--- config.mk ---
export PLATFORM = sky130hd
export DESIGN_NAME = mul_arbiter
export DESIGN_NICKNAME = d
export VERILOG_FILES = /design/src/rtl/mul_arbiter.sv
export SDC_FILE = /design/constraint.sdc
export NUM_CORES = 1
export LEC_CHECK = 0
export CAP_MARGIN = 5
export CORE_ASPECT_RATIO = 0.9
export CORE_MARGIN = 2
export CORE_UTILIZATION = 25
export DETAILED_ROUTE_END_ITERATION = 12
export GPL_TIMING_DRIVEN = 1
export PLACE_DENSITY = 0.6
export SLEW_MARGIN = 20
export SYNTH_ARGS = -nofsm -noshare
export SYNTH_HDL_FRONTEND = slang
export SYNTH_SLANG_ARGS = --single-unit
--- constraint.sdc ---
create_clock -name clk -period 2.3 [get_ports clk]
set_input_delay 0.46 -clock clk [delete_from_list [all_inputs] [get_ports clk]]
set_output_delay 0.46 -clock clk [all_outputs]
set_load 0.02 [all_outputs]
--- src/rtl/mul_arbiter.sv ---
// Round-robin arbiter sharing one sequential multiplier between two requesters.
// One operation in flight; the product is held for its owner until accepted.
module mul_arbiter #(
    parameter int WIDTH = 8
) (
    input  logic               clk,
    input  logic               rst,
    input  logic               req0_valid,
    output logic               req0_ready,
    input  logic [WIDTH-1:0]   req0_a,
    input  logic [WIDTH-1:0]   req0_b,
    output logic               resp0_valid,
    input  logic               resp0_ready,
    output logic [2*WIDTH-1:0] resp0_product,
    input  logic               req1_valid,
    output logic               req1_ready,
    input  logic [WIDTH-1:0]   req1_a,
    input  logic [WIDTH-1:0]   req1_b,
    output logic               resp1_valid,
    input  logic               resp1_ready,
    output logic [2*WIDTH-1:0] resp1_product,
    output logic               mul_start,
    output logic [WIDTH-1:0]   mul_multiplier,
    output logic [WIDTH-1:0]   mul_multiplicand,
    input  logic [2*WIDTH-1:0] mul_product,
    input  logic               mul_done,
    output logic               busy
);

    typedef enum logic [1:0] {IDLE, START, WAIT, RESP} state_t;

    state_t             state, state_nx;
    logic               prio;
    logic               owner;
    logic               first_wait;
    logic [2*WIDTH-1:0] result;
    logic               gnt0, gnt1;
    logic               resp_ack;

    always_comb begin
        state_nx    = state;
        gnt0        = 1'b0;
        gnt1        = 1'b0;
        mul_start   = 1'b0;
        busy        = 1'b1;
        resp0_valid = 1'b0;
        resp1_valid = 1'b0;
        resp_ack    = owner ? resp1_ready : resp0_ready;
        case (state)
            IDLE: begin
                busy = 1'b0;
                // ready must stay low while reset is held, even with valid high
                if (!rst) begin
                    gnt0 = req0_valid && (!req1_valid || !prio);
                    gnt1 = req1_valid && (!req0_valid || prio);
                end
                if (gnt0 || gnt1)
                    state_nx = START;
            end
            START: begin
                mul_start = 1'b1;
                state_nx  = WAIT;
            end
            WAIT: begin
                // the first WAIT cycle may still see done from the previous op
                if (!first_wait && mul_done)
                    state_nx = RESP;
            end
            RESP: begin
                resp0_valid = !owner;
                resp1_valid = owner;
                if (resp_ack)
                    state_nx = IDLE;
            end
            default: state_nx = IDLE;
        endcase
    end

    always_ff @(posedge clk or posedge rst) begin
        if (rst) begin
            state            <= IDLE;
            prio             <= 1'b0;
            owner            <= 1'b0;
            first_wait       <= 1'b0;
            result           <= '0;
            mul_multiplier   <= '0;
            mul_multiplicand <= '0;
        end else begin
            state <= state_nx;
            if (gnt0 || gnt1) begin
                owner            <= gnt1;
                prio             <= gnt0;
                mul_multiplier   <= gnt1 ? req1_a : req0_a;
                mul_multiplicand <= gnt1 ? req1_b : req0_b;
            end
            if (state == START)
                first_wait <= 1'b1;
            else if (state == WAIT)
                first_wait <= 1'b0;
            if (state == WAIT && !first_wait && mul_done)
                result <= mul_product;
        end
    end

    assign req0_ready    = gnt0;
    assign req1_ready    = gnt1;
    assign resp0_product = result;
    assign resp1_product = result;

endmodule
==> impl_metrics.toml, run 1 <==
[outcome]
status = "finished clean"

[yosys]
synth_compound_area_share_pct = 7.99
seq_area_frac_synth_pct = 50.5
synth-xor-area-share_pct = 0
netlist_instances = 156
yosysMostFrequentCell = "dfrtp_1"
ys_top_cells_by_area = "dfrtp_1 51%, mux2_2 11%, mux2i_1 9.3%, buf_4 7.0%, nand2_1 3.7%"
synth_fa_ha_area_share_pct = 3.42
syn_avg_cell_area_sq_um = 11.7
synth-edff-count = 0
ys.flop_type = "dfrtp_1"
synth-simple-area-share_pct = 6.56
ys.warnings.count = 0
synth_top_family_by_area = "multiplexers"
synth_mux_area_share_pct = 20.4
synthArstFlopShare_pct = 100
synth_seq_cells = 37
synth_area_leader_cell = "dfrtp_1"
netlist_top_cells_count = "37 x dfrtp_1, 18 x mux2_2, 18 x nand2_1"
yosys.area.top_type_share_pct = 50.5
postSynthNetCount = 216
yosysUniqueCellTypes = 25
syn_area_sq_um = 1830

[global_routing]
met2_usage_pct = 17.5
use_met3_pct = 4.62
grt_max_degree = 27
grt_use_met1_pct = 13.2
antenna_found_initial = 0
track_usage_pct = 10.7
busiest_layer = "met2"
grt_pass1_vias = 1377
grt_overflow = 0
grt_pass1_wl_mm = 6.73

[layout]
diodes = 0
nFillCells = 700
syn_to_final_growth_pct = 65.2
layout.cells.non_filler = 349
fin_nets = 316
drive_above_1_share_pct = 16.4

[detailed_routing]
via_count = 1437
drt_iter0_markers = 43
wl_mm = 4.22
drtPass1Iterations = 4
ant_nets = 0
wl_per_cell_microns = 12.1
vias_per_cell = 4.12
drc_errors = 0

[cts]
clock_latency_ns = 0.28
cts_buffer_depth = 2
cts-buffers-inserted = 5
cts-hold-fix-buffers = 0
h-tree-depth = 2
cts_root_buf = "clkbuf_8"
clkTransAtPathRegs_ns = 0.07
clkSinkCount = 37
cts_tree = "done"

[placed_design]
dp.cells = 342
place_hpwl_mm = 3.35
port-buffer-count = 108
gp_congestion = 0.789

[setup_path]
end_kind = "output port"
cp_slowest_stage_delay_ns = 0.42
crit_chain = "inv_1 > ha_1 > and2b_2 > nand3_1 > inv_1 > dlygate4sd2_1"
path_buf_inv = 3
cpMaxStageDelayCell = "dfrtp_1"
arrival_ns = 1.70
cpLargestDelayFamily = "buffers and inverters"
critPathKind = "reg2out"
required_ns = 1.84
crit_fanout = 4
crit_path_frequent_cell = "inv_1"
crit_path_start_kind = "flip-flop"

[floorplanning]
die_y_microns = 85.2
die_area_sq_um = 8030
coreArea_sq_um = 7080
num_io_pins = 109
num_rows = 29
fp.dieW_microns = 94.2
initial_utilization_pct = 25.9

[power]
p_int_uw = 2410
swShare_pct = 38.6
power_switching_uw = 1520
powerDensity_nw_per_um2 = 1300
ir_worst_vdd_uv = 317
power_uw = 3920
pwr-share-clk_pct = 11.8
power_frac_seq_pct = 29.8
comb_power_share_pct = 58.4
p_leak_uw = 0.00127

[timing]
post-route-min-period_ns = 2.16
rsz0062_at_grt = "no"
maxSlewViolCount = 0
fin_skew_ns = 0.00424
finalSetupViolCount = 0
fmax_mhz = 464
maxSlewHeadroom_pct = 61.9
hold_violations = 0
timing.final.crit_share_pct = 93.7
tightest_slew_ns = 0.568
holdWs_ns = 0.479

[job]
drv_cap = 0

[hold_path]
hp-class = "reg2reg"
## power groups by stage
stage | sequential, uW | combinational [uW] | clock (uW)
floorplan | 1500 | 1060 | 0
global placement | 1170 | 2310 | 0
detailed placement | 1180 | 2320 | 0
CTS | 1180 | 2320 | 494
global route | 1220 | 2450 | 523
finish | 1170 | 2290 | 463
## layout by cell type (no fill, tap or decap), drive strengths merged
cell type,synthesis,final
ha,5,5
a22oi,1,1
nand3b,2,2
clkdlybuf4s15,0,1
nand3,1,1
clkinv,0,1
clkinvlp,0,1
mux2i,17,17
nor2b,1,1
clkbuf,1,6
dlygate4sd2,0,1
o211ai,1,1
dfrtp,37,37
buf,21,7
nand2,18,18
a21o,1,1
and2b,1,1
o21ai,19,19
mux2,18,18
a21oi,1,1
nor2,2,2
inv,8,7
nand2b,1,1
clkdlybuf4s50,0,106
## timing repair
action / in CTS / in global routing
endpoints found under the setup margin: 2 / 1
resized for setup: 2 / 1
setup buffers: 0 / 0
## stage by stage
step	worst slack [ns]	setup TNS [ns]	instance area (sq um)	util (%)
5_1_grt	0.00328	0	3030	42.8
2_1_floorplan	0.646	0	1830	-
3_5_place_dp	-0.144	-0.223	2940	41.5
3_3_place_gp	-0.113	-0.169	2940	41.5
6_report	0.145	0	3030	42.8
4_1_cts	0.0906	0	3020	42.7
## cells by family after synthesis
family                   Yosys count
AND/OR/NAND/NOR                   26
multiplexers                      35
adder cells (fa/ha/maj)            5
AO/OA/AOI/OAI                     23
buffers and inverters             30
flip-flops                        37
## metal layers
| layer | wire [microns] | part of all wire, % |
|---|---|---|
| met5 | 0 | 0 |
| met4 | 21 | 0.50 |
| met3 | 514 | 12 |
| met2 | 1930 | 46 |
| met1 | 1750 | 42 |
## worst paths after layout
path                              startpoint             endpoint  slack, ns  depth (start not counted)
hold / removal             mul_multiplier[1]    mul_multiplier[1]       0.48                          2
max in group asynchronous                rst    resp0_product[15]       1.15                          4
hold reg to reg            mul_multiplier[1]    mul_multiplier[1]       0.48                          2
min in group asynchronous                rst  mul_multiplicand[2]       0.68                          3
setup reg to reg                    state[1]    mul_multiplier[1]       0.46                          7
setup / recovery                    state[1]           req0_ready       0.14                          6
## final cells by class
| class | count | area (sq um) | share of cell area [%] |
|---|---|---|---|
| clock buffer | 6 | 82.6 | 2.73 |
| tap | 93 | 116 | 3.85 |
| clock inverter | 1 | 7.51 | 0.248 |
| sequential | 37 | 926 | 30.6 |
| timing repair buffer | 115 | 1160 | 38.3 |
| multi-input combinational | 89 | 706 | 23.3 |
| inverter | 8 | 30.0 | 0.993 |
## registers in the layout (all words and copies together) (netlist names)
| register | flops |
|---|---|
| first_wait | 1 |
| mul_multiplicand | 8 |
| mul_multiplier | 8 |
| owner | 1 |
| prio | 1 |
| resp0_product | 16 |
| state | 2 |
## worst min-delay path, cell delays in order, from the launching register on
cell and delay, ns:
dfrtp_1 0.34, nand2_1 0.06, o21ai_2 0.05
(Power assumes the default switching activity.)
==> run 2, diff against run 1 <==
- CAP_MARGIN: 5 -> default
- REMOVE_ABC_BUFFERS: default -> 1
- SLEW_MARGIN: 20 -> default
==> impl_metrics.toml, run 2 (synthesized netlist as in run 1, its figures left out) <==
[timing]
rsz0062_at_grt = "no"
fin_tns_setup_ns = 0
tightest_slew_ns = 0.480
fmax_mhz = 465
post-route-min-period_ns = 2.15
maxSlewViolCount = 0
fin_skew_ns = 0.00411
maxSlewHeadroom_pct = 68.0
timing.final.crit_share_pct = 93.5
hold_violations = 0
finalSetupViolCount = 0

[cts]
cts_tree = "done"
cts_buffer_depth = 2
clkSinkCount = 37
clkTransAtPathRegs_ns = 0.07
cts_root_buf = "clkbuf_8"
cts_resized = 2
h-tree-depth = 2
cts-buffers-inserted = 5
cts_setup_buffers = 0
cts-hold-fix-buffers = 0
clock_latency_ns = 0.28

[setup_path]
critPathKind = "reg2out"
path_buf_inv = 2
arrival_ns = 1.69
cp_slowest_stage_delay_ns = 0.40
cpMaxStageDelayCell = "dfrtp_1"
required_ns = 1.84
rr_worst_depth = 7
r2r-end = "mul_multiplicand[3]"
crit_path_start_kind = "flip-flop"
crit_fanout = 4
cpLargestDelayFamily = "buffers and inverters"
r2r_setup_slack_ns = 0.47
r2r_start = "state[0]"
end_kind = "output port"
crit_chain = "inv_1 > ha_1 > nand3b_1 > a21oi_2 > dlygate4sd2_1"

[detailed_routing]
via_count = 1426
drc_errors = 0
ant_nets = 0
drtPass1Iterations = 4
vias_per_cell = 4.09
wl_mm = 4.25
drt_iter0_markers = 31
wl_per_cell_microns = 12.2

[power]
pwr-share-clk_pct = 12.5
ir_worst_vdd_uv = 500
p_int_uw = 2430
p_leak_uw = 0.00128
power_uw = 3940
power_switching_uw = 1510
swShare_pct = 38.3
comb_power_share_pct = 57.8
power_frac_seq_pct = 29.7
powerDensity_nw_per_um2 = 1310

[layout]
fin_nets = 315
diodes = 0
multi_input_area_sq_um = 706
mostFrequentLayoutCells = "106 x clkdlybuf4s50_1, 37 x dfrtp_1, 18 x mux2_2, 18 x nand2_1, 17 x mux2i_1"
largest_register_ffs = 16
layout.cells.non_filler = 349
drive_above_1_share_pct = 16.4
seq_area_sq_um = 926
final_common_cell = "clkdlybuf4s50_1"
nFillCells = 687
syn_to_final_growth_pct = 64.6

[global_routing]
grt_max_degree = 38
antenna_found_initial = 0
grt_overflow = 0
grt_pass1_vias = 1469
grt_pass1_wl_mm = 7.09
track_usage_pct = 11.2

[outcome]
status = "finished clean"

[floorplanning]
num_io_pins = 109
die_y_microns = 85.2
num_rows = 29
initial_utilization_pct = 25.9
coreArea_sq_um = 7080
die_area_sq_um = 8030
fp.dieW_microns = 94.2

[hold_path]
hp-class = "reg2reg"
min_to = "mul_multiplier[2]"
min_path_cells = 2
hold_start = "mul_multiplier[2]"

[placed_design]
port-buffer-count = 108
place_hpwl_mm = 3.30
gp_congestion = 0.737
dp.cells = 341

[job]
drv_cap = 0
-- run 2: through the flow --
| stage | worst slack (ns) | instance area (sq um) | utilization (%) | hold WS, ns |
|---|---|---|---|---|
| final | 0.150 | 3020 | 42.6 | 0.478 |
| after global routing | 0.0153 | 3020 | 42.6 | 0.512 |
| after CTS | 0.0996 | 3020 | 42.6 | 0.487 |
| after detailed placement | -0.112 | 2920 | 41.2 | 0.470 |
| after global placement | -0.113 | 2920 | 41.2 | 0.462 |
| after floorplan | -0.465 | 1660 | - | 0.480 |
-- run 2: worst max-delay path by stage --
stage               startpoint  depth (start not counted)  slack, ns             endpoint
finish                state[0]                          5       0.15           req1_ready
floorplan           req0_valid                          2      -0.46  mul_multiplicand[0]
global route          state[0]                          5       0.02           req1_ready
global placement           rst                          4      -0.11           req1_ready
CTS                   state[0]                          5        0.1           req1_ready
detailed placement         rst                          4      -0.11           req1_ready
-- run 2: worst register-to-register path, stage by stage, from the launching register on --
cell,delay (ns)
dfrtp_1,0.40
inv_1,0.13
ha_1,0.22
nand3b_1,0.10
a21oi_2,0.18
buf_4,0.34
mux2i_1,0.26
o21ai_0,0.09
-- run 2: final cells by class --
cell class | instances | area share, %
clock buffer | 7 | 3.20
clock inverter | 1 | 0.166
inverter | 8 | 0.996
multi-input combinational | 89 | 23.4
sequential | 37 | 30.7
tap | 93 | 3.86
timing repair buffer | 114 | 37.7
-- run 2: routing by layer --
layer | up-vias | track usage, % | wire length [microns] | part of all wire, %
li1 | 710 | - | - | -
met1 | 666 | 13.8 | 1860 | 44
met2 | 45 | 18.8 | 2100 | 49
met3 | 5 | 3.11 | 233 | 5.5
met4 | 0 | 3.95 | 55 | 1.3
met5 | - | 0 | 0 | 0
-- run 2: power by group through the flow --
stage | clock network [uW] | registers [uW] | logic [uW]
final | 492 | 1170 | 2280
after detailed placement | 0 | 1190 | 2320
after global routing | 545 | 1230 | 2440
after global placement | 0 | 1180 | 2300
after floorplan | 0 | 1690 | 640
after CTS | 523 | 1180 | 2320
==> run 3, diff against run 2 <==
- CORE_UTILIZATION: 25 -> 34
- GPL_TIMING_DRIVEN: 1 -> 0
- PLACE_DENSITY: 0.6 -> 0.8
- clock period: 2.3 -> 1.8 ns (I/O delays scaled with it)
==> impl_metrics.toml, run 3 (synthesized netlist as in run 1, its figures left out) <==
[power]
comb_power_share_pct = 58.9
swShare_pct = 38.6
ir_worst_vdd_uv = 982
power_switching_uw = 1940
p_int_uw = 3080
power_frac_seq_pct = 29.9
p_leak_uw = 0.00128
powerDensity_nw_per_um2 = 1680
pwr-share-clk_pct = 11.2

[timing]
fin_skew_ns = 0.00419
timing.final.crit_share_pct = 99.4
post-route-min-period_ns = 1.79
holdWs_ns = 0.297
maxSlewViolCount = 0
fmax_mhz = 559
rsz0062_at_grt = "yes"
tightest_slew_ns = 0.770
hold_violations = 0
maxSlewHeadroom_pct = 48.6
fin_tns_setup_ns = 0
finalSetupViolCount = 0

[cts]
cts_root_buf = "clkbuf_8"
cts-buffers-inserted = 5
cts_buffer_depth = 2
clkSinkCount = 37
clock_latency_ns = 0.28
h-tree-depth = 2
clkTransAtPathRegs_ns = 0.07
cts_tree = "done"

[setup_path]
crit_fanout = 4
rr_worst_depth = 5
end_kind = "output port"
r2r_setup_slack_ns = 0.12
cpMaxStageDelayCell = "clkdlybuf4s50_1"
cp_slowest_stage_delay_ns = 0.55
crit_path_start_kind = "primary input"
r2r_start = "state[0]"
critPathKind = "in2out"
crit_chain = "clkdlybuf4s50_1 > nand3b_1 > a21oi_4 > buf_6"
r2r-end = "resp0_product[4]"
arrival_ns = 1.43
cpLargestDelayFamily = "buffers and inverters"
required_ns = 1.44
path_buf_inv = 2

[detailed_routing]
drt-met1-wl_mm = 1.63
met3_length_microns = 260
via_count = 1437
wl_mm = 4.02
wl_per_cell_microns = 12.5
met2WireLength_mm = 2.07
drc_errors = 0
vias_per_cell = 4.48
top_layer = "met4"
drt_iter0_markers = 13
drtPass1Iterations = 3
ant_nets = 0

[placed_design]
port-buffer-count = 108
placed_area_sq_um = 2840
gp_congestion = 0.665
place_hpwl_mm = 3.07

[global_routing]
grt_pass1_vias = 1436
antenna_found_initial = 0
grt_max_degree = 38
grt_pass1_wl_mm = 6.44
track_usage_pct = 14.0
grt_overflow = 0

[layout]
drive_above_1_share_pct = 18.5
utilization_pct = 57.2
fin_nets = 314
seq_area_sq_um = 926
nFillCells = 451
largest_register_ffs = 16
final_common_cell = "clkdlybuf4s50_1"
syn_to_final_growth_pct = 63.3
diodes = 0
mostFrequentLayoutCells = "101 x clkdlybuf4s50_1, 37 x dfrtp_1, 18 x mux2_2, 18 x nand2_1, 17 x mux2i_1"
multi_input_area_sq_um = 731
final_cell_area_sq_um = 2990

[floorplanning]
die_area_sq_um = 5990
initial_utilization_pct = 35.1
num_rows = 25
fp.dieW_microns = 81.4
die_y_microns = 73.6
coreArea_sq_um = 5220
num_io_pins = 109

[hold_path]
hp-class = "in2async"

[job]
drv_cap = 0

[outcome]
status = "finished clean"
-- run 3: cell count changes in the layout (fill, tap and decap cells not counted), moves of 2 or more --
cell	before	now
inv_2	0	4
buf_4	5	3
dlygate4sd2_1	2	4
buf_8	0	2
clkdlybuf4s50_1	106	101
inv_1	8	4
buf_6	0	2
-- run 3: worst max path at each step --
| stage | startpoint | to | slack [ns] | depth (start not counted) |
|---|---|---|---|---|
| after floorplan | req0_valid | mul_multiplicand[0] | -0.86 | 2 |
| after global placement | req0_valid | mul_multiplicand[6] | -2.10 | 3 |
| after detailed placement | req1_valid | req1_ready | -1.29 | 4 |
| after CTS | state[1] | req1_ready | -0.01 | 5 |
| after global routing | state[0] | req1_ready | -0.06 | 5 |
| final | req1_valid | req1_ready | 0.01 | 4 |
-- run 3: worst reg2reg max path: cells and delay by family (launching register included) --
| kind | cells | cell delay, ns |
|---|---|---|
| adders and majority gates | 1 | 0.19 |
| buffers and inverters | 2 | 0.22 |
| DFF | 1 | 0.41 |
| muxes | 1 | 0.41 |
| and+or+nand+nor | 1 | 0.34 |
-- run 3: metrics by stage --
stage               cells  setup WS (ns)  power (uW)
finish                321         0.0112        5020
global route          321        -0.0626        5350
CTS                   319       -0.00991        5050
detailed placement    310          -1.29        4440
global placement      309          -2.10        4360
floorplan             134         -0.865        2980
-- run 3: final cells by class --
cell class	instances	share of cell area [%]
inverters	8	1.00
flip-flops and latches	37	31.0
multi-input cells	89	24.4
repair buffers	113	37.9
well taps	67	2.80
clock buffers	7	2.89
-- run 3: timing repair --
| item | in CTS | in global routing |
|---|---|---|
| pin swaps | 1 | 1 |
| endpoints found under the setup margin | 24 | 6 |
| resized for setup | 21 | 5 |
| hold buffers | 0 | 0 |
| setup buffers | 2 | 2 |
-- run 3: metal layers --
metal	vias up	GRT usage, %
met5	-	0
met4	0	5.65
met3	5	3.69
met2	49	24.0
met1	675	16.7
li1	708	-
-- run 3: power groups by stage --
stage	Clock, uW	Combinational (uW)	Sequential (uW)
after floorplan	0	818	2160
after global placement	0	2870	1500
after detailed placement	0	2920	1510
after CTS	585	2950	1510
after global routing	621	3170	1560
final	560	2960	1500
